--- src/rtl/dice_roll_if.sv ---
// Button-in / face-out signal bundle between the board-side logic and the dice roll sequencer.
// The controller connects through the slave modport.
interface dice_roll_if;
    logic       i_Roll;
    logic [2:0] o_Number;
    logic       o_Rolling;
    logic       o_Done;

    modport master (output i_Roll, input o_Number, input o_Rolling, input o_Done);
    modport slave  (input i_Roll, output o_Number, output o_Rolling, output o_Done);
endinterface

--- src/rtl/dice_roll_controller.sv ---
// Dice roll sequencer: synchronizes and debounces the push-button, then steps the face
// value fast, slows it down linearly, and finally holds the result with a one-cycle done pulse.
module dice_roll_controller #(
    parameter int DEBOUNCE_CYCLES = 250000,
    parameter int FAST_TICKS      = 1500000,
    parameter int ROLL_STEPS      = 12,
    parameter int SLOW_STEPS      = 6
) (
    input  logic        i_Clk,
    input  logic        i_Rst_L,
    dice_roll_if.slave  bus
);
    localparam int TW   = $clog2(FAST_TICKS * (SLOW_STEPS + 1) + 1);
    localparam int DW   = $clog2(DEBOUNCE_CYCLES + 1);
    localparam int MAXS = (ROLL_STEPS > SLOW_STEPS) ? ROLL_STEPS : SLOW_STEPS;
    localparam int SW   = $clog2(MAXS + 1);

    typedef enum logic [1:0] {S_IDLE, S_ROLLING, S_SLOWING, S_SHOW} state_t;

    state_t          state_q, state_d;
    logic [1:0]      sync_q, sync_d;
    logic            deb_q, deb_d;
    logic [DW-1:0]   deb_cnt_q, deb_cnt_d;
    logic [2:0]      seed_q, seed_d;
    logic [2:0]      number_q, number_d;
    logic            rolling_q, rolling_d;
    logic            done_q, done_d;
    logic [TW-1:0]   tick_q, tick_d;
    logic [SW-1:0]   step_q, step_d;

    logic            press;
    logic            tick_fire;
    logic [TW-1:0]   period;
    logic [2:0]      number_step;

    always_comb begin
        state_d   = state_q;
        sync_d    = {sync_q[0], bus.i_Roll};
        deb_d     = deb_q;
        deb_cnt_d = '0;
        number_d  = number_q;
        done_d    = 1'b0;
        tick_d    = tick_q;
        step_d    = step_q;
        seed_d    = (seed_q == 3'd6) ? 3'd1 : seed_q + 3'd1;

        // Level is accepted only after DEBOUNCE_CYCLES consecutive disagreeing samples.
        if (sync_q[1] != deb_q) begin
            if (deb_cnt_q == DW'(DEBOUNCE_CYCLES - 1)) begin
                deb_d = sync_q[1];
            end else begin
                deb_cnt_d = deb_cnt_q + DW'(1);
            end
        end
        press = !deb_q && deb_d;

        number_step = (number_q == 3'd6) ? 3'd1 : number_q + 3'd1;
        if (state_q == S_SLOWING) begin
            period = TW'(FAST_TICKS) * (TW'(step_q) + TW'(2));
        end else begin
            period = TW'(FAST_TICKS);
        end
        tick_fire = (tick_q == period - TW'(1));

        case (state_q)
            S_IDLE, S_SHOW: begin
                if (press) begin
                    number_d = seed_q;
                    tick_d   = '0;
                    step_d   = '0;
                    state_d  = S_ROLLING;
                end
            end
            S_ROLLING: begin
                if (tick_fire) begin
                    number_d = number_step;
                    tick_d   = '0;
                    if (step_q == SW'(ROLL_STEPS - 1)) begin
                        step_d  = '0;
                        state_d = S_SLOWING;
                    end else begin
                        step_d = step_q + SW'(1);
                    end
                end else begin
                    tick_d = tick_q + TW'(1);
                end
            end
            S_SLOWING: begin
                if (tick_fire) begin
                    number_d = number_step;
                    tick_d   = '0;
                    if (step_q == SW'(SLOW_STEPS - 1)) begin
                        step_d  = '0;
                        state_d = S_SHOW;
                        done_d  = 1'b1;
                    end else begin
                        step_d = step_q + SW'(1);
                    end
                end else begin
                    tick_d = tick_q + TW'(1);
                end
            end
            default: state_d = S_IDLE;
        endcase

        rolling_d = (state_d == S_ROLLING) || (state_d == S_SLOWING);
    end

    always_ff @(posedge i_Clk or negedge i_Rst_L) begin
        if (!i_Rst_L) begin
            state_q   <= S_IDLE;
            sync_q    <= '0;
            deb_q     <= 1'b0;
            deb_cnt_q <= '0;
            seed_q    <= 3'd1;
            number_q  <= 3'd0;
            rolling_q <= 1'b0;
            done_q    <= 1'b0;
            tick_q    <= '0;
            step_q    <= '0;
        end else begin
            state_q   <= state_d;
            sync_q    <= sync_d;
            deb_q     <= deb_d;
            deb_cnt_q <= deb_cnt_d;
            seed_q    <= seed_d;
            number_q  <= number_d;
            rolling_q <= rolling_d;
            done_q    <= done_d;
            tick_q    <= tick_d;
            step_q    <= step_d;
        end
    end

    assign bus.o_Number  = number_q;
    assign bus.o_Rolling = rolling_q;
    assign bus.o_Done    = done_q;
endmodule
--- src/flat_wrapper.sv ---
// flat-port wrapper written by rule: the top's interface ports become plain ports
module dice_roll_controller_flat 
#(
    parameter int DEBOUNCE_CYCLES = 250000,
    parameter int FAST_TICKS      = 1500000,
    parameter int ROLL_STEPS      = 12,
    parameter int SLOW_STEPS      = 6
)
  (i_Clk, i_Rst_L, bus_i_Roll, bus_o_Number, bus_o_Rolling, bus_o_Done);
  dice_roll_if bus_i ();
  input  logic i_Clk;
  input  logic i_Rst_L;
  input wire logic [$bits(bus_i.i_Roll)-1:0] bus_i_Roll;
  output wire logic [$bits(bus_i.o_Number)-1:0] bus_o_Number;
  output wire logic [$bits(bus_i.o_Rolling)-1:0] bus_o_Rolling;
  output wire logic [$bits(bus_i.o_Done)-1:0] bus_o_Done;
  assign bus_i.i_Roll = bus_i_Roll;
  assign bus_o_Number = bus_i.o_Number;
  assign bus_o_Rolling = bus_i.o_Rolling;
  assign bus_o_Done = bus_i.o_Done;
  dice_roll_controller #(.DEBOUNCE_CYCLES(DEBOUNCE_CYCLES), .FAST_TICKS(FAST_TICKS), .ROLL_STEPS(ROLL_STEPS), .SLOW_STEPS(SLOW_STEPS)) u_core (.i_Clk(i_Clk), .i_Rst_L(i_Rst_L), .bus(bus_i));
endmodule
--- config.mk ---
export PLATFORM = sky130hd
export DESIGN_NAME = dice_roll_controller_flat
export DESIGN_NICKNAME = d
export VERILOG_FILES = /design/src/rtl/dice_roll_if.sv /design/src/rtl/dice_roll_controller.sv /design/src/flat_wrapper.sv
export SDC_FILE = /design/constraint.sdc
export NUM_CORES = 1
export LEC_CHECK = 0
export CORE_MARGIN = 3
export CORE_UTILIZATION = 60
export CTS_BUF_LIST = sky130_fd_sc_hd__clkbuf_4
export CTS_CLUSTER_SIZE = 30
export DETAILED_ROUTE_END_ITERATION = 8
export MAX_ROUTING_LAYER = met4
export PLACE_DENSITY_LB_ADDON = 0.08
export SLEW_MARGIN = 40
export SYNTH_ARGS = -nofsm -noshare
export SYNTH_HDL_FRONTEND = slang
export SYNTH_SLANG_ARGS = --single-unit
--- constraint.sdc ---
create_clock -name i_Clk -period 8.5 [get_ports i_Clk]
set_input_delay 1.7 -clock i_Clk [delete_from_list [all_inputs] [get_ports i_Clk]]
set_output_delay 1.7 -clock i_Clk [all_outputs]
set_load 0.005 [all_outputs]
# Word-level counts from Yosys, hierarchy flattened

Index checks and enable logic that the tools add are counted.

Logic and storage cells: 70
Flip-flop bits (word level): 59
Output and inout port bits: 5
Bits of input ports: 3

Equality and inequality tests: 16
Multiplexer cells: 28
Reduce and logical (&&, ||, !) cells: 8
$mul: 1
$add $sub $neg: 7

Operator list:

| kind                   | number |
|---|---|
| $mux 24                | 3 |
| $pmux 24 s2            | 1 |
| $mux 18                | 2 |
| $add 24x1->24 const B  | 1 |
| $eq 24x24->1           | 1 |
| $mul 16x24->19 const A | 1 |
| $sub 24x1->24 const B  | 1 |
| $mux 4                 | 5 |
| $add 18x1->18 const B  | 1 |
| $eq 18x18->1 const B   | 1 |
| $mux 3                 | 4 |
| $pmux 4 s3             | 1 |
| $mux 2                 | 5 |
| $ne 2x1->1 const B     | 4 |
| $add 3x1->3 const B    | 2 |
| $eq 2x2->1 const B     | 3 |
| $eq 3x3->1 const B     | 2 |
| $pmux 2 s3             | 1 |
| $pmux 3 s2             | 1 |
| $add 4x2->5 const B    | 1 |
| $mux 1                 | 5 |
| $add 4x1->4 const B    | 1 |
| $eq 2x1->1 const B     | 2 |
| $eq 4x3->1 const B     | 1 |
| other kinds (9)        | 10 |

# Logic depth before layout (Yosys ltp)

Gate-level depths: netlist of the first run.

Depth after elaboration: 9
Depth in mapped cells: 23
Depth with buffers taken out: 22

# Worst setup path after synthesis of the first run

Ideal clock, no wire load.

Kind: reg2reg
From: register u_core.step_q[1]
To: register u_core.step_q[3]
Clock period less this slack: 6.295 ns
Slack: 2.205 ns
Required time: 8.434 ns
Arrival time: 6.229 ns
Library setup time: 0.066 ns
Stages on the path, launching flop included: 21
Path buffers: 0
Cells stage by stage: dfrtp_1 ha_1 xor2_1 ha_1 inv_1 fa_1 inv_1 ha_1 ha_1 or3_4 o221a_1 or3_1 a2111oi_0 xor3_1 o21bai_1 or4_1 a211o_1 a2111oi_4 o21ai_2 or4_1 nand2_1

Longest elaborated chain between the ends: 7

Ends and longest elaborated chain:

| item                              | RTL line                    | text |
|---|---|---|
| start, declared                   | dice_roll_controller.sv:29  | `logic [SW-1:0] step_q, step_d;` |
| start signal, assigned            | dice_roll_controller.sv:131 | `step_q <= step_d;` |
| $add 4x2->5                       | dice_roll_controller.sv:59  | `period = TW'(FAST_TICKS) * (TW'(step_q) + TW'(2));` |
| $mul 16x24->19                    | dice_roll_controller.sv:59  |  |
| $mux 24                           | dice_roll_controller.sv:58  | `if (state_q == S_SLOWING) begin` |
| $sub 24x1->24                     | dice_roll_controller.sv:63  | `tick_fire = (tick_q == period - TW'(1));` |
| $eq 24x24->1                      | dice_roll_controller.sv:63  |  |
| $ne 2x1->1 (no source line)       | -                           |  |
| $reduce_and 3->1 (no source line) | -                           |  |

Several ways; a longest one is shown, not always the timed one. The select of a mux whose other input is x is not followed.
A chain may end at the register's enable or synchronous reset.

# Worst setup path after layout of the first run

From: register u_core.step_q[1]
To: register u_core.number_q[2], in the netlist u_core.bus.o_Number[2]

Longest elaborated chain between the ends: 7

Ends and longest elaborated chain:

| item                              | RTL line                    | text |
|---|---|---|
| $add 4x2->5                       | dice_roll_controller.sv:59  |  |
| $mul 16x24->19                    | dice_roll_controller.sv:59  |  |
| $mux 24                           | dice_roll_controller.sv:58  |  |
| $sub 24x1->24                     | dice_roll_controller.sv:63  |  |
| $eq 24x24->1                      | dice_roll_controller.sv:63  |  |
| $ne 2x1->1 (no source line)       | -                           |  |
| $reduce_and 2->1 (no source line) | -                           |  |
| end signal, assigned              | dice_roll_controller.sv:127 | `number_q <= number_d;` |
| end, declared                     | dice_roll_controller.sv:25  | `logic [2:0] number_q, number_d;` |

Every way passes these cells.

==> results of run 1 <==
-- cells in the mapped netlist (5+ instances only) --
cell type                  count  share of area
sky130_fd_sc_hd__nand2_1      80          0.053
sky130_fd_sc_hd__nor2_1       59          0.039
sky130_fd_sc_hd__dfrtp_1      58           0.26
sky130_fd_sc_hd__ha_1         46           0.10
sky130_fd_sc_hd__o21ai_0      38          0.034
sky130_fd_sc_hd__nand3_1      34          0.030
sky130_fd_sc_hd__inv_1        33          0.022
sky130_fd_sc_hd__xnor2_1      31          0.048
sky130_fd_sc_hd__a21oi_1      23          0.020
sky130_fd_sc_hd__clkbuf_1     22          0.015
sky130_fd_sc_hd__xor2_1       21          0.032
sky130_fd_sc_hd__and3_1       18          0.020
sky130_fd_sc_hd__nand4_1      14          0.015
sky130_fd_sc_hd__and2_1       12          0.013
sky130_fd_sc_hd__o31ai_1      12          0.016
sky130_fd_sc_hd__a31oi_1      11          0.012
sky130_fd_sc_hd__a21o_1       10          0.013
sky130_fd_sc_hd__nor3_1       10         0.0088
sky130_fd_sc_hd__o211ai_1     10          0.013
sky130_fd_sc_hd__fa_1          9          0.032
sky130_fd_sc_hd__or3_1         9         0.0099
sky130_fd_sc_hd__a211oi_1      7         0.0093
sky130_fd_sc_hd__nor2b_1       7         0.0077
sky130_fd_sc_hd__or4_1         7         0.0093
sky130_fd_sc_hd__a211o_1       5         0.0077
sky130_fd_sc_hd__mux2_2        5         0.0099
sky130_fd_sc_hd__mux2i_1       5         0.0088
sky130_fd_sc_hd__nand2b_1      5         0.0055
sky130_fd_sc_hd__o22ai_1       5         0.0055
-- sequential cells by signal, indices dropped and copies added, names as in the netlist --
| register | cells |
|---|---|
| u_core.seed_q | 3 |
| u_core.bus.o_Rolling | 1 |
| u_core.state_q | 2 |
| u_core.deb_q | 1 |
| u_core.bus.o_Number | 3 |
| u_core.deb_cnt_q | 18 |
| u_core.bus.o_Done | 1 |
| u_core.sync_q | 2 |
| u_core.tick_q | 24 |
| u_core.step_q | 4 |
-- routing by layer --
metal | part of all wire | wire (um) | GRT usage
met4 | 0.011 | 153 | 0.0548
met5 | 0 | 0 | -
met2 | 0.45 | 6370 | 0.431
met1 | 0.48 | 6750 | 0.399
met3 | 0.056 | 786 | 0.0630
-- cell type report --
class	count	area share
Sequential cell	59	0.249
Clock inverter	5	0.00780
Inverter	34	0.0215
Timing Repair Buffer	12	0.0173
Clock buffer	11	0.0139
Multi-Input combinational cell	568	0.668
Tap cell	108	0.0228
-- worst max-delay path, stage by stage, from the launching register on --
cell and delay [ns]:
sky130_fd_sc_hd__dfrtp_1 0.50, sky130_fd_sc_hd__ha_1 0.29, sky130_fd_sc_hd__xor2_1 0.45, sky130_fd_sc_hd__ha_1 0.35
sky130_fd_sc_hd__inv_1 0.09, sky130_fd_sc_hd__fa_1 0.41, sky130_fd_sc_hd__inv_1 0.09, sky130_fd_sc_hd__ha_1 0.23
sky130_fd_sc_hd__ha_1 0.36, sky130_fd_sc_hd__and3b_1 0.26, sky130_fd_sc_hd__o211a_2 0.33, sky130_fd_sc_hd__a2111o_1 0.44
sky130_fd_sc_hd__a2111oi_0 0.38, sky130_fd_sc_hd__xor3_1 0.33, sky130_fd_sc_hd__o21bai_1 0.18, sky130_fd_sc_hd__or4_1 0.51
sky130_fd_sc_hd__a211o_1 0.31, sky130_fd_sc_hd__a2111oi_4 0.62, sky130_fd_sc_hd__or2_2 0.41, sky130_fd_sc_hd__a21boi_0 0.14
sky130_fd_sc_hd__a311o_1 0.31
-- metrics by stage --
stage | std cells | cell area, um2 | hold slack, ns | total power [W]
floorplan | 687 | 5670 | 0.331 | 0.000292
global placement | 781 | 5810 | 0.335 | 0.000299
detailed placement | 781 | 5810 | 0.339 | 0.000299
CTS | 797 | 5940 | 0.347 | 0.000491
global route | 797 | 5940 | 0.360 | 0.000506
finish | 797 | 5940 | 0.344 | 0.000486
-- worst paths after layout --
path / start / endpoint / slack (ns) / cells past startpoint
worst min-delay path: u_core.sync_q[0] / u_core.sync_q[1] / 0.34 / 0
max in group asynchronous: i_Rst_L / u_core.sync_q[0] / 6.56 / 2
worst max-delay path: u_core.step_q[1] / u_core.bus.o_Number[2] / 1.39 / 20
worst max register to register: u_core.step_q[1] / u_core.bus.o_Number[2] / 1.39 / 20
min in group asynchronous: i_Rst_L / u_core.deb_cnt_q[5] / 1.44 / 2
worst min register to register: u_core.sync_q[0] / u_core.sync_q[1] / 0.34 / 0
-- cell families (layout without fill, tap and decap cells) --
| family | Yosys count | after routing | synth area share |
|---|---|---|---|
| AO/OA/AOI/OAI | 171 | 171 | 0.215 |
| flip-flops | 59 | 59 | 0.260 |
| XOR/XNOR | 53 | 53 | 0.0845 |
| adder cells (fa/ha/maj) | 55 | 55 | 0.133 |
| multiplexers | 11 | 11 | 0.0207 |
| buffers and inverters | 60 | 62 | 0.0408 |
| AND/OR/NAND/NOR | 278 | 278 | 0.245 |
-- power by group through the flow --
| stage | Combinational [W] | Clock [W] | Sequential, W |
|---|---|---|---|
| after floorplan | 0.00000308 | 0 | 0.000288 |
| after global placement | 0.0000104 | 0 | 0.000288 |
| after detailed placement | 0.0000107 | 0 | 0.000289 |
| after CTS | 0.0000108 | 0.000197 | 0.000283 |
| after global routing | 0.0000118 | 0.000211 | 0.000283 |
| final | 0.0000103 | 0.000193 | 0.000283 |
==> flow_summary_export.csv, run 1 <==
group,metric,value,unit
cells_and_area,antenna-diode-count,0,
cells_and_area,fillCellCount,765,
pwr,power_frac_clock,0.397,
sta,grt_setup_unrepaired,"no",
cells_and_area,layout.cells.most_common,"sky130_fd_sc_hd__nand2_1",
die,initial_cell_density_of_the_core,0.635,
flow_run,maxCapViolations,0,
cts,tritoncts_buffers,9,
pwr,power.combinational.fraction,0.021,
critical_path,worst-endpoint-arrival,7.40,ns
route,wl_per_cell,17.6,um
placement,gpl.final_weighted_congestion,0.936,
die,number_of_standard_cell_rows_in_the_floorplan,34,
route,drc,0,
cts,post_cts_resize_count,0,
pwr,max-vdd-ir-drop,107,uV
cts,number_of_buffers_added_for_setup_after_cts,0,
critical_path,crit_required,8.79,ns
pwr,sw_frac,0.223,
die,die_height,103,um
sta,clock-skew-final,0.0173,ns
route,detail_route.vias_per_cell,6.48,
cts,cts_root_cell,"sky130_fd_sc_hd__clkbuf_4",
logic_synthesis,synthesized_area_divided_by_synthesized_cell_count,8.26,um2
die,die_area,10700,um2
sta,maxClockFrequency,0.141,GHz
global_routing,antenna_violations_before_repair,0,
critical_path,endpoint_kind,"flip-flop",
route,drt_pre_antenna_iters,7,
placement,dp_slack,1.50,ns
cells_and_area,area_delta_synth_final,4.68,%
route,antenna_violating_nets_post_route,0,
cts,cts.sinks,59,
worst_hold_path,hp-class,"reg -> reg",
cts,clock_tree.buffer_depth,2,
pwr,pwr_density_cell,81.9,nW/um2
cells_and_area,ff_latch_area,1480,um2
cells_and_area,post-route-util,0.665,
global_routing,global_route_wire_length_before_repair,23300,um
logic_synthesis,syn-instance-count,687,
die,io-pin-count,8,
global_routing,grt.total_usage,0.285,
die,die_x,103,um
logic_synthesis,yosysSeqAreaShare,0.260,
sta,tightest_slew,0.788,ns
outcome,outcome,"completed",
critical_path,critPathLaunchType,"flip-flop",
cells_and_area,design.final.nets,742,
sta,final_period_minus_worst_setup_slack,7.11,ns
global_routing,vias_in_the_first_global_route,4851,
route,drt-total-wl,14100,um
logic_synthesis,postSynth.topFlopCell,"sky130_fd_sc_hd__dfrtp_1",
global_routing,global_route.overflow_total,0,
logic_synthesis,synthArstFlopShare,1.00,
sta,drv_slew,0,
logic_synthesis,ys_ff_latch,59,
pwr,power_report.internal_total,0.000378,W
route,drt_first_iter_violations,321,
sta,max-slew-margin-rel,0.474,
cells_and_area,multiInputGateArea,3970,um2
die,core_area,8930,um2
cells_and_area,drive_above_1_share,0.0624,
cts,tritoncts_clock_tree,"yes",
sta,finalHoldViolCount,0,
cts,htree_num_levels,3,
cts,clock_insertion_delay_worst_skew,0.41,ns
sta,finalSetupViolCount,0,
critical_path,path_max_fanout,14,
placement,place.port_buffers,7,
cells_and_area,mostFrequentLayoutCells,"sky130_fd_sc_hd__nand2_1 (80), sky130_fd_sc_hd__nor2_1 (58), sky130_fd_sc_hd__dfrtp_1 (58), sky130_fd_sc_hd__ha_1 (46), sky130_fd_sc_hd__o21ai_0 (38)",
global_routing,grt_max_degree,60,
route,via_count,5166,
logic_synthesis,synth_fp_nets,745,
cts,clk_pin_slew_worst_paths,0.10,ns
sta,finalWorstSetupSlack,1.39,ns
sta,finalSetupTns,0,ns
logic_synthesis,unique_masters_post_synth,80,
pwr,netSwitchingPower,0.000109,W
logic_synthesis,synth_enable_flop_cells,0,
critical_path,criticalPathCategory,"reg -> reg",
sta,final_critical_path_share_of_the_clock_period,0.836,
pwr,pwr-share-seq,0.582,
placement,dpl.hpwl,10800,um
logic_synthesis,yosys_warnings,0,
pwr,total_leakage_power,2.54,nW
cts,ctsHoldBuffers,0,
logic_synthesis,cell_area_after_technology_mapping,5670,um2
(Power assumes the default switching activity.)
==> run 2: changes to the inputs <==
==> constraint.sdc (replaced) <==
create_clock -name i_Clk -period 7.2 [get_ports i_Clk]
set_input_delay 1.44 -clock i_Clk [delete_from_list [all_inputs] [get_ports i_Clk]]
set_output_delay 1.44 -clock i_Clk [all_outputs]
set_load 0.005 [all_outputs]
==> run 2 against run 1 <==
  * Total power up 28%
  * Final area up 2.0%
  * Combinational power grew 19%
==> flow_summary_export.csv, run 2 (synthesis results as in run 1) <==
group,metric,value,unit
pwr,total_leakage_power,2.59,nW
cells_and_area,regMostFlops,"u_core.tick_q",
critical_path,worstRegToRegCells,22,
critical_path,endpoint_kind,"flip-flop",
die,core_area,8930,um2
cells_and_area,ff_latch_area,1480,um2
cells_and_area,antenna-diode-count,0,
sta,maxClockFrequency,0.149,GHz
placement,dp_slack,0.169,ns
critical_path,worst_path_largest_cell_delay,0.51,ns
sta,clock-skew-final,0.0157,ns
route,wl_per_cell,17.4,um
worst_hold_path,hold_path_cells,0,
pwr,pwr_density_cell,102,nW/um2
cts,tritoncts_buffers,9,
cells_and_area,drive_above_1_share,0.0820,
critical_path,path_max_fanout,14,
sta,final_period_minus_worst_setup_slack,6.72,ns
pwr,max-vdd-ir-drop,145,uV
sta,grt_setup_unrepaired,"no",
cells_and_area,top_regs,"u_core.tick_q (24), u_core.deb_cnt_q (18), u_core.step_q (4)",
sta,drv_slew,0,
route,drc,0,
pwr,power.combinational.fraction,0.020,
pwr,power_frac_clock,0.441,
critical_path,timing.reg2reg.setup_slack,0.48,ns
placement,dpl.hpwl,10700,um
die,number_of_standard_cell_rows_in_the_floorplan,34,
cts,clock_tree.buffer_depth,2,
cells_and_area,fillCellCount,744,
die,die_height,103,um
cts,ctsHoldBuffers,0,
sta,finalSetupViolCount,0,
pwr,finalPower,0.000620,W
pwr,pwr-share-seq,0.539,
cts,tritoncts_clock_tree,"yes",
cts,cts.sinks,59,
cells_and_area,finalNonFillerCells,803,
pwr,power_report.internal_total,0.000481,W
sta,finalSetupTns,0,ns
critical_path,cp_cell_sequence,"inv_1 > ha_1 > inv_1 > ha_1 > inv_1 > fa_1 > inv_1 > ha_1 > ha_1 > a21oi_1 > nand3b_1 > a2111o_1 > a2111oi_0 > xor3_1 > o21bai_1 > or4_1 > a211o_1 > a2111oi_4 > buf_4 > or2_2 > a21boi_0 > a311o_1",
sta,finalHoldViolCount,0,
cells_and_area,multiInputGateArea,3990,um2
critical_path,criticalPathCategory,"reg -> reg",
pwr,netSwitchingPower,0.000139,W
route,via_count,5184,
cells_and_area,post-route-util,0.678,
die,io-pin-count,8,
cells_and_area,area_delta_synth_final,6.75,%
cells_and_area,layout.cells.most_common,"sky130_fd_sc_hd__nand2_1",
cells_and_area,mostFrequentLayoutCells,"sky130_fd_sc_hd__nand2_1 (80), sky130_fd_sc_hd__nor2_1 (58), sky130_fd_sc_hd__dfrtp_1 (57), sky130_fd_sc_hd__ha_1 (46), sky130_fd_sc_hd__o21ai_0 (38)",
placement,place.port_buffers,7,
cts,cts_root_cell,"sky130_fd_sc_hd__clkbuf_4",
critical_path,critPathLaunchType,"flip-flop",
critical_path,worst-endpoint-arrival,7.01,ns
flow_run,maxCapViolations,0,
pwr,sw_frac,0.224,
route,drt_pre_antenna_iters,5,
die,die_x,103,um
critical_path,r2r-end,"u_core.bus.o_Number[2]",
global_routing,antenna_violations_before_repair,0,
die,initial_cell_density_of_the_core,0.635,
route,drt-total-wl,14000,um
route,antenna_violating_nets_post_route,0,
cts,clk_pin_slew_worst_paths,0.11,ns
cts,htree_num_levels,3,
route,detail_route.vias_per_cell,6.46,
global_routing,vias_in_the_first_global_route,4855,
cells_and_area,largest_register_ffs,24,
outcome,outcome,"completed",
cells_and_area,design.final.nets,748,
global_routing,global_route_wire_length_before_repair,23500,um
route,drt_first_iter_violations,264,
worst_hold_path,hp-class,"reg -> reg",
global_routing,global_route.overflow_total,0,
sta,max-slew-margin-rel,0.500,
sta,tightest_slew,0.750,ns
critical_path,beginning_of_the_worst_register_to_register_path,"u_core.step_q[1]",
global_routing,grt.total_usage,0.284,
cts,clock_insertion_delay_worst_skew,0.40,ns
sta,finalWorstSetupSlack,0.476,ns
sta,final_critical_path_share_of_the_clock_period,0.934,
critical_path,timing.critical_path.slowest_stage_cell,"sky130_fd_sc_hd__a2111o_1",
worst_hold_path,hold_path_startpoint,"u_core.sync_q[0]",
placement,gpl.final_weighted_congestion,0.903,
critical_path,crit_required,7.49,ns
die,die_area,10700,um2
worst_hold_path,holdPathEnd,"u_core.sync_q[1]",
global_routing,grt_max_degree,60,
placement,placed_cell_count,784,
## run 2: worst max path at each step
stage	startpoint	to	slack [ns]	cells past startpoint
final	u_core.step_q[1]	u_core.bus.o_Number[2]	0.48	22
after CTS	u_core.step_q[1]	u_core.bus.o_Rolling	0.10	19
after global routing	u_core.step_q[1]	u_core.bus.o_Number[2]	0.04	22
after global placement	u_core.step_q[1]	u_core.bus.o_Rolling	0.42	19
after floorplan	u_core.step_q[1]	u_core.step_q[3]	0.91	20
after detailed placement	u_core.step_q[1]	u_core.bus.o_Rolling	0.17	19
## run 2: area by class of cell
cell class	instances	share of cell area
clock buffers	10	0.0124
clock inverters	6	0.0149
inverters	34	0.0211
multi-input cells	568	0.660
flip-flops and latches	59	0.244
well taps	108	0.0223
repair buffers	18	0.0256
## run 2: metal layers
metal,GRT usage,part of all wire,vias to the layer above
met5,-,0,-
met4,0.0458,0.0057,0
met3,0.0389,0.045,8
met2,0.425,0.45,149
met1,0.419,0.50,2510
li1,-,-,2517
## run 2: critical path: cells and delay by family, from the launching register on
kind | cells | cell delay (ns)
adder cells (fa/ha/maj) | 5 | 1.65
buffers and inverters | 5 | 0.62
AO/OA/AOI/OAI | 8 | 2.46
AND/OR/NAND/NOR | 3 | 1.07
flip-flops | 1 | 0.48
XOR/XNOR | 1 | 0.32
## run 2: repair_timing
action / CTS / global route
buffers inserted: 0 / 2
endpoints found under the setup margin: 0 / 28
resized for setup: 0 / 6
## run 2: metrics by stage
step | area, um2 | hold WS (ns)
after floorplan | 5670 | 0.331
after global placement | 5830 | 0.333
after detailed placement | 5830 | 0.335
after CTS | 5990 | 0.357
after global routing | 6060 | 0.382
final | 6060 | 0.356
## run 2: power by group through the flow
stage / Combinational (W) / Clock [W] / Sequential (W)
5_1_grt: 0.0000141 / 0.000293 / 0.000335
4_1_cts: 0.0000128 / 0.000280 / 0.000334
3_5_place_dp: 0.0000127 / 0 / 0.000341
6_report: 0.0000123 / 0.000273 / 0.000334
3_3_place_gp: 0.0000124 / 0 / 0.000341
2_1_floorplan: 0.00000364 / 0 / 0.000340
==> run 3: changes to the inputs <==
--- a/config.mk
+++ b/config.mk
@@ -5,10 +5,11 @@
 export SDC_FILE = /design/constraint.sdc
 export NUM_CORES = 1
 export LEC_CHECK = 0
+export ABC_CLOCK_PERIOD_IN_PS = 7200
 export CORE_MARGIN = 3
 export CORE_UTILIZATION = 60
 export CTS_BUF_LIST = sky130_fd_sc_hd__clkbuf_4
-export CTS_CLUSTER_SIZE = 30
+export CTS_CLUSTER_SIZE = 12
 export DETAILED_ROUTE_END_ITERATION = 8
 export MAX_ROUTING_LAYER = met4
 export PLACE_DENSITY_LB_ADDON = 0.08
==> results of run 3 <==
Same layout as run 2: the final DEF is identical, and so are final timing and power.
==> patch 1, RTL diff (settings of run 3) <==
The 4 states of `state_t` get a Gray code encoding in 2 bits.
--- a/src/rtl/dice_roll_controller.sv
+++ b/src/rtl/dice_roll_controller.sv
@@ -17,3 +17,3 @@
 
-    typedef enum logic [1:0] {S_IDLE, S_ROLLING, S_SLOWING, S_SHOW} state_t;
+    typedef enum logic [1:0] {S_IDLE = 2'b00, S_ROLLING = 2'b01, S_SLOWING = 2'b11, S_SHOW = 2'b10} state_t;
 
Check against the original RTL: same outputs for any inputs over 10 cycles, from zero or initial values and one cycle with i_Rst_L low; not proved beyond that.
==> patch 1 against run 3 <==
- critical path depth fell by 2
- sequential cell count fell by 1
- routed wire length fell by 4.1%
- area after synthesis fell by 2.6%
- core utilization fell by 1.7 points
- setup slack got worse by 0.19 ns
- power fell by 2.4%
- cell area fell by 3.5%
==> patch 1: results (changes against run 3) <==
stage;metric;value;unit;change
grt;grt_pass1_wl;23000;microns;was 23,500 microns
sta;skew;0.0115;ns;was 0.0157 ns
place;dp.cells;726;;was 784
grt;grtUsageMet3;0.0410;;was 0.0389
grt;gr-usage-met2;0.471;;was 0.425
grt;use_met1;0.369;;was 0.419
logic_synthesis;synth-compound-area-share;0.203;;was 0.215
sta;fin_hold_ws;0.365;ns;was 0.356 ns
power_and_ir_drop;peakVddDrop;0.137;mV;was 0.145 mV
critical_path;slowest_delay;0.69;ns;was 0.51 ns
power_and_ir_drop;p_per_area;103;mW/mm^2;was 102 mW/mm^2
power_and_ir_drop;combinationalPower;11.5;uW;was 12.3 uW
drt;met2_length;6360;microns;was 6310 microns
power_and_ir_drop;p_sw;139;uW;about the same
logic_synthesis;syn_inst;631;;was 687
finish;stdcell_count;741;;was 803
logic_synthesis;synth.area.top_cells;dfrtp_1 (26%), ha_1 (9.7%), xor2_1 (4.3%), xnor2_1 (4.0%), nor2_1 (3.9%);;was dfrtp_1 (26%), ha_1 (10%), nand2_1 (5.3%), xnor2_1 (4.8%), nor2_1 (3.9%)
place;preCtsSetupSlack;0.328;ns;was 0.169 ns
grt;grt_util_all_layers;0.286;;was 0.284
drt;m1WireLength;6210;microns;was 6930 microns
critical_path;r2r_slack;0.28;ns;was 0.48 ns
critical_path;cp_slowest_cell;or4b_2;;was a2111o_1
critical_path;regToRegEndpoint;u_core.step_q[2];;was u_core.bus.o_Number[2]
logic_synthesis;synth-adder-area-share;0.130;;was 0.133
finish;layout-drive-gt1-share;0.0932;;was 0.0820
place;placed_area;0.00568;sq mm;was 0.00583 sq mm
grt;grt_max_degree;59;;was 60
logic_synthesis;synth_fp_nets;686;;was 745
logic_synthesis;ys_seq_area_frac;0.263;;was 0.260
sta;relSlewSlack;0.482;;was 0.500
outcome;status;finished, final reports clean;;unchanged
place;hpwl;10000;microns;was 10,700 microns
drt;drt_iter0_drc;377;;was 264
logic_synthesis;ys_types;81;;was 80
logic_synthesis;yosysTopAreaCellShare;0.258;;was 0.256
place;gp_congestion;0.952;;was 0.903
drt;vias_per_cell;6.51;;was 6.46
power_and_ir_drop;p_leak;2.62;nW;was 2.59 nW
critical_path;cp_max_fo;11;;was 14
[patch 1: cell types whose count changed in the layout (fill, tap and decap cells not counted), sizes merged, moves of 7 or more]
cell	before	now
nand2	80	44
and3	18	28
nand3	34	26
nor3b	1	9
o31ai	12	4
and2	13	6
[patch 1: critical path: cells and delay by family (launching register included)]
kind            cells  cell delay [ns]
compound gates      5             1.63
xor+xnor            1             0.14
fa+ha+maj           5             1.65
buf+inv             4             0.46
flops               1             0.53
mux                 1             0.35
simple gates        4             2.07
[patch 1: final cells by class]
cell class,count,area [sq um]
fill,773,3000
tap,108,135
multi-input combinational,519,3880
clock inverter,6,82.6
inverter,27,101
sequential,58,1450
clock buffer,9,67.6
timing repair buffer,14,130
[patch 1: how the worst max path moves through the flow]
| stage | to | cells after the start | slack [ns] | from |
|---|---|---|---|---|
| 3_3_place_gp | u_core.step_q[2] | 19 | 0.48 | u_core.step_q[1] |
| 2_1_floorplan | u_core.bus.o_Number[1] | 20 | 0.94 | u_core.step_q[1] |
| 3_5_place_dp | u_core.step_q[2] | 19 | 0.33 | u_core.step_q[1] |
| 4_1_cts | u_core.step_q[2] | 19 | 0.33 | u_core.step_q[1] |
| 6_report | u_core.step_q[2] | 20 | 0.28 | u_core.step_q[1] |
| 5_1_grt | u_core.step_q[2] | 20 | 0.008 | u_core.step_q[1] |
[patch 1: cell families (layout without fill, tap and decap cells)]
| kind of cell | Yosys count | in the layout |
|---|---|---|
| AND/OR/NAND/NOR | 246 | 246 |
| AO/OA/AOI/OAI | 149 | 149 |
| flip-flops | 58 | 58 |
| XOR/XNOR | 54 | 54 |
| buffers and inverters | 54 | 56 |
| adder cells (fa/ha/maj) | 52 | 52 |
| multiplexers | 18 | 18 |
==> patch 2, RTL diff (flow settings as in run 3) <==
Made on the original files. `ROLL_STEPS` is set to 12 in 2 places; all go to 24.
--- a/src/rtl/dice_roll_controller.sv
+++ b/src/rtl/dice_roll_controller.sv
@@ -5,3 +5,3 @@
     parameter int FAST_TICKS      = 1500000,
-    parameter int ROLL_STEPS      = 12,
+    parameter int ROLL_STEPS      = 24,
     parameter int SLOW_STEPS      = 6
--- a/src/flat_wrapper.sv
+++ b/src/flat_wrapper.sv
@@ -5,3 +5,3 @@
     parameter int FAST_TICKS      = 1500000,
-    parameter int ROLL_STEPS      = 12,
+    parameter int ROLL_STEPS      = 24,
     parameter int SLOW_STEPS      = 6
Check against the original RTL: no difference found for any inputs over 10 cycles, from zero or initial values and one cycle with i_Rst_L low; that may be too few to reach the edited logic, so the function may still have changed.
==> patch 2 against run 3 <==
- maximum frequency grew 2.2%
- non-clock buffer count shrank 6
- clock power shrank 2%
- sequential share of layout area grew 0.24 points
- critical path type unchanged
- combinational power is essentially flat
- routed wire length shrank 8.3%
- highest routed layer unchanged
- count of clock-buffer cells in the layout is the same
- power is essentially flat
- sequential cell count grew 1
- setup slack gained 0.15 ns
- area after synthesis grew 1.7%
- largest power group unchanged
- core utilization shrank 2.2 points
- first-iteration DRC count shrank 1.1%
- cell area grew 0.62%
==> patch 2: results (changes against run 3) <==
stage;metric;value;unit;change
sta;skew;0.0244;ns;was 0.0157 ns
clock_tree;htree_levels;3;;unchanged
logic_synthesis;ys_types;85;;was 80
critical_path;slowest_delay;0.63;ns;was 0.51 ns
finish;layout-drive-gt1-share;0.0683;;was 0.0820
power_and_ir_drop;seq-power;340;uW;was 334 uW
power_and_ir_drop;power.internal;484;uW;was 481 uW
logic_synthesis;synth.area.top_cells;dfrtp_1 (26%), ha_1 (10%), fa_1 (5.6%), xnor2_1 (5.0%), a21oi_1 (3.4%);;was dfrtp_1 (26%), ha_1 (10%), nand2_1 (5.3%), xnor2_1 (4.8%), nor2_1 (3.9%)
power_and_ir_drop;clkPwrFrac;0.432;;was 0.441
critical_path;cp.arrival;6.85;ns;was 7.01 ns
power_and_ir_drop;p_leak;2.79;nW;was 2.59 nW
finish;num-fill-cells;796;;was 744
drt;routed_wl;12800;microns;was 14,000 microns
logic_synthesis;async_flop_share;1.00;;unchanged
drt;drt_iter0_drc;261;;was 264
clock_tree;cts.clk_slew.worst_paths;0.10;ns;
logic_synthesis;synth_warnings;0;;unchanged
power_and_ir_drop;peakVddDrop;0.143;mV;was 0.145 mV
grt;grt_max_degree;61;;was 60
place;port_buffers;7;;unchanged
grt;grt-ovfl-total;0;;unchanged
critical_path;cp_max_fo;8;;was 14
logic_synthesis;synth_fp_nets;722;;was 745
finish;reg_top3;u_core.tick_q (24), u_core.deb_cnt_q (18), u_core.step_q (5);;was u_core.tick_q (24), u_core.deb_cnt_q (18), u_core.step_q (4)
sta;finalHoldViolations;0;;unchanged
outcome;status;finished, final reports clean;;unchanged
sta;relSlewSlack;0.514;;was 0.500
drt;via_count;4841;;was 5,184
place;gp_congestion;0.920;;was 0.903
logic_synthesis;synthTopCellsByCount;dfrtp_1 (59), nor2_1 (50), ha_1 (48), nand2_1 (43), inv_1 (42);;was nand2_1 (80), nor2_1 (59), dfrtp_1 (58), ha_1 (46), o21ai_0 (38)
grt;grt_pass1_wl;21700;microns;was 23,500 microns
grt;grt_util_all_layers;0.247;;was 0.284
logic_synthesis;ys_seq_area_frac;0.261;;was 0.260
grt;grt_pass1_vias;4676;;was 4,855
critical_path;cp_slowest_cell;a2111oi_1;;was a2111o_1
place;hpwl;9730;microns;was 10,700 microns
-- patch 2: metrics by stage --
stage	worst slack [ns]	power (mW)	instance area, sq um	hold slack, ns	std cells
2_1_floorplan	1.28	0.350	5770	0.331	655
3_3_place_gp	0.604	0.359	5930	0.341	773
3_5_place_dp	0.373	0.359	5930	0.356	773
4_1_cts	0.329	0.632	6080	0.390	788
5_1_grt	0.198	0.648	6090	0.409	788
6_report	0.624	0.620	6090	0.389	788
-- patch 2: final timing paths --
path,from,endpoint,slack (ns),depth (start not counted)
worst max-delay path,u_core.step_q[2],u_core.bus.o_Rolling,0.62,18
worst min register to register,u_core.sync_q[0],u_core.sync_q[1],0.39,0
max in group asynchronous,i_Rst_L,u_core.sync_q[1],5.71,2
worst max register to register,u_core.step_q[2],u_core.bus.o_Rolling,0.62,18
worst min-delay path,u_core.sync_q[0],u_core.sync_q[1],0.39,0
min in group asynchronous,i_Rst_L,u_core.tick_q[18],1.07,2
-- patch 2: cells by family after synthesis --
| family | after synthesis | share of synthesized area |
|---|---|---|
| and+or+nand+nor | 233 | 0.214 |
| AOI/OAI and AO/OA | 168 | 0.215 |
| buffers and inverters | 66 | 0.0466 |
| adders and majority gates | 64 | 0.160 |
| DFF | 60 | 0.261 |
| xor gates and xnor gates | 55 | 0.0861 |
| muxes | 9 | 0.0174 |
-- patch 2: routing by layer --
layer  GRT usage  up-vias  wire, microns
met4      0.0560        0            155
li1            -     2390              -
met5           -        -              0
met1       0.323     2350           5960
met2       0.408       85           6280
met3      0.0372       16            403
-- patch 2: final cells by class --
type | count | area share
Inverter | 43 | 0.0265
Tap cell | 129 | 0.0265
Clock inverter | 5 | 0.0127
Multi-Input combinational cell | 529 | 0.658
Clock buffer | 10 | 0.0123
Sequential cell | 60 | 0.247
Timing Repair Buffer | 12 | 0.0175
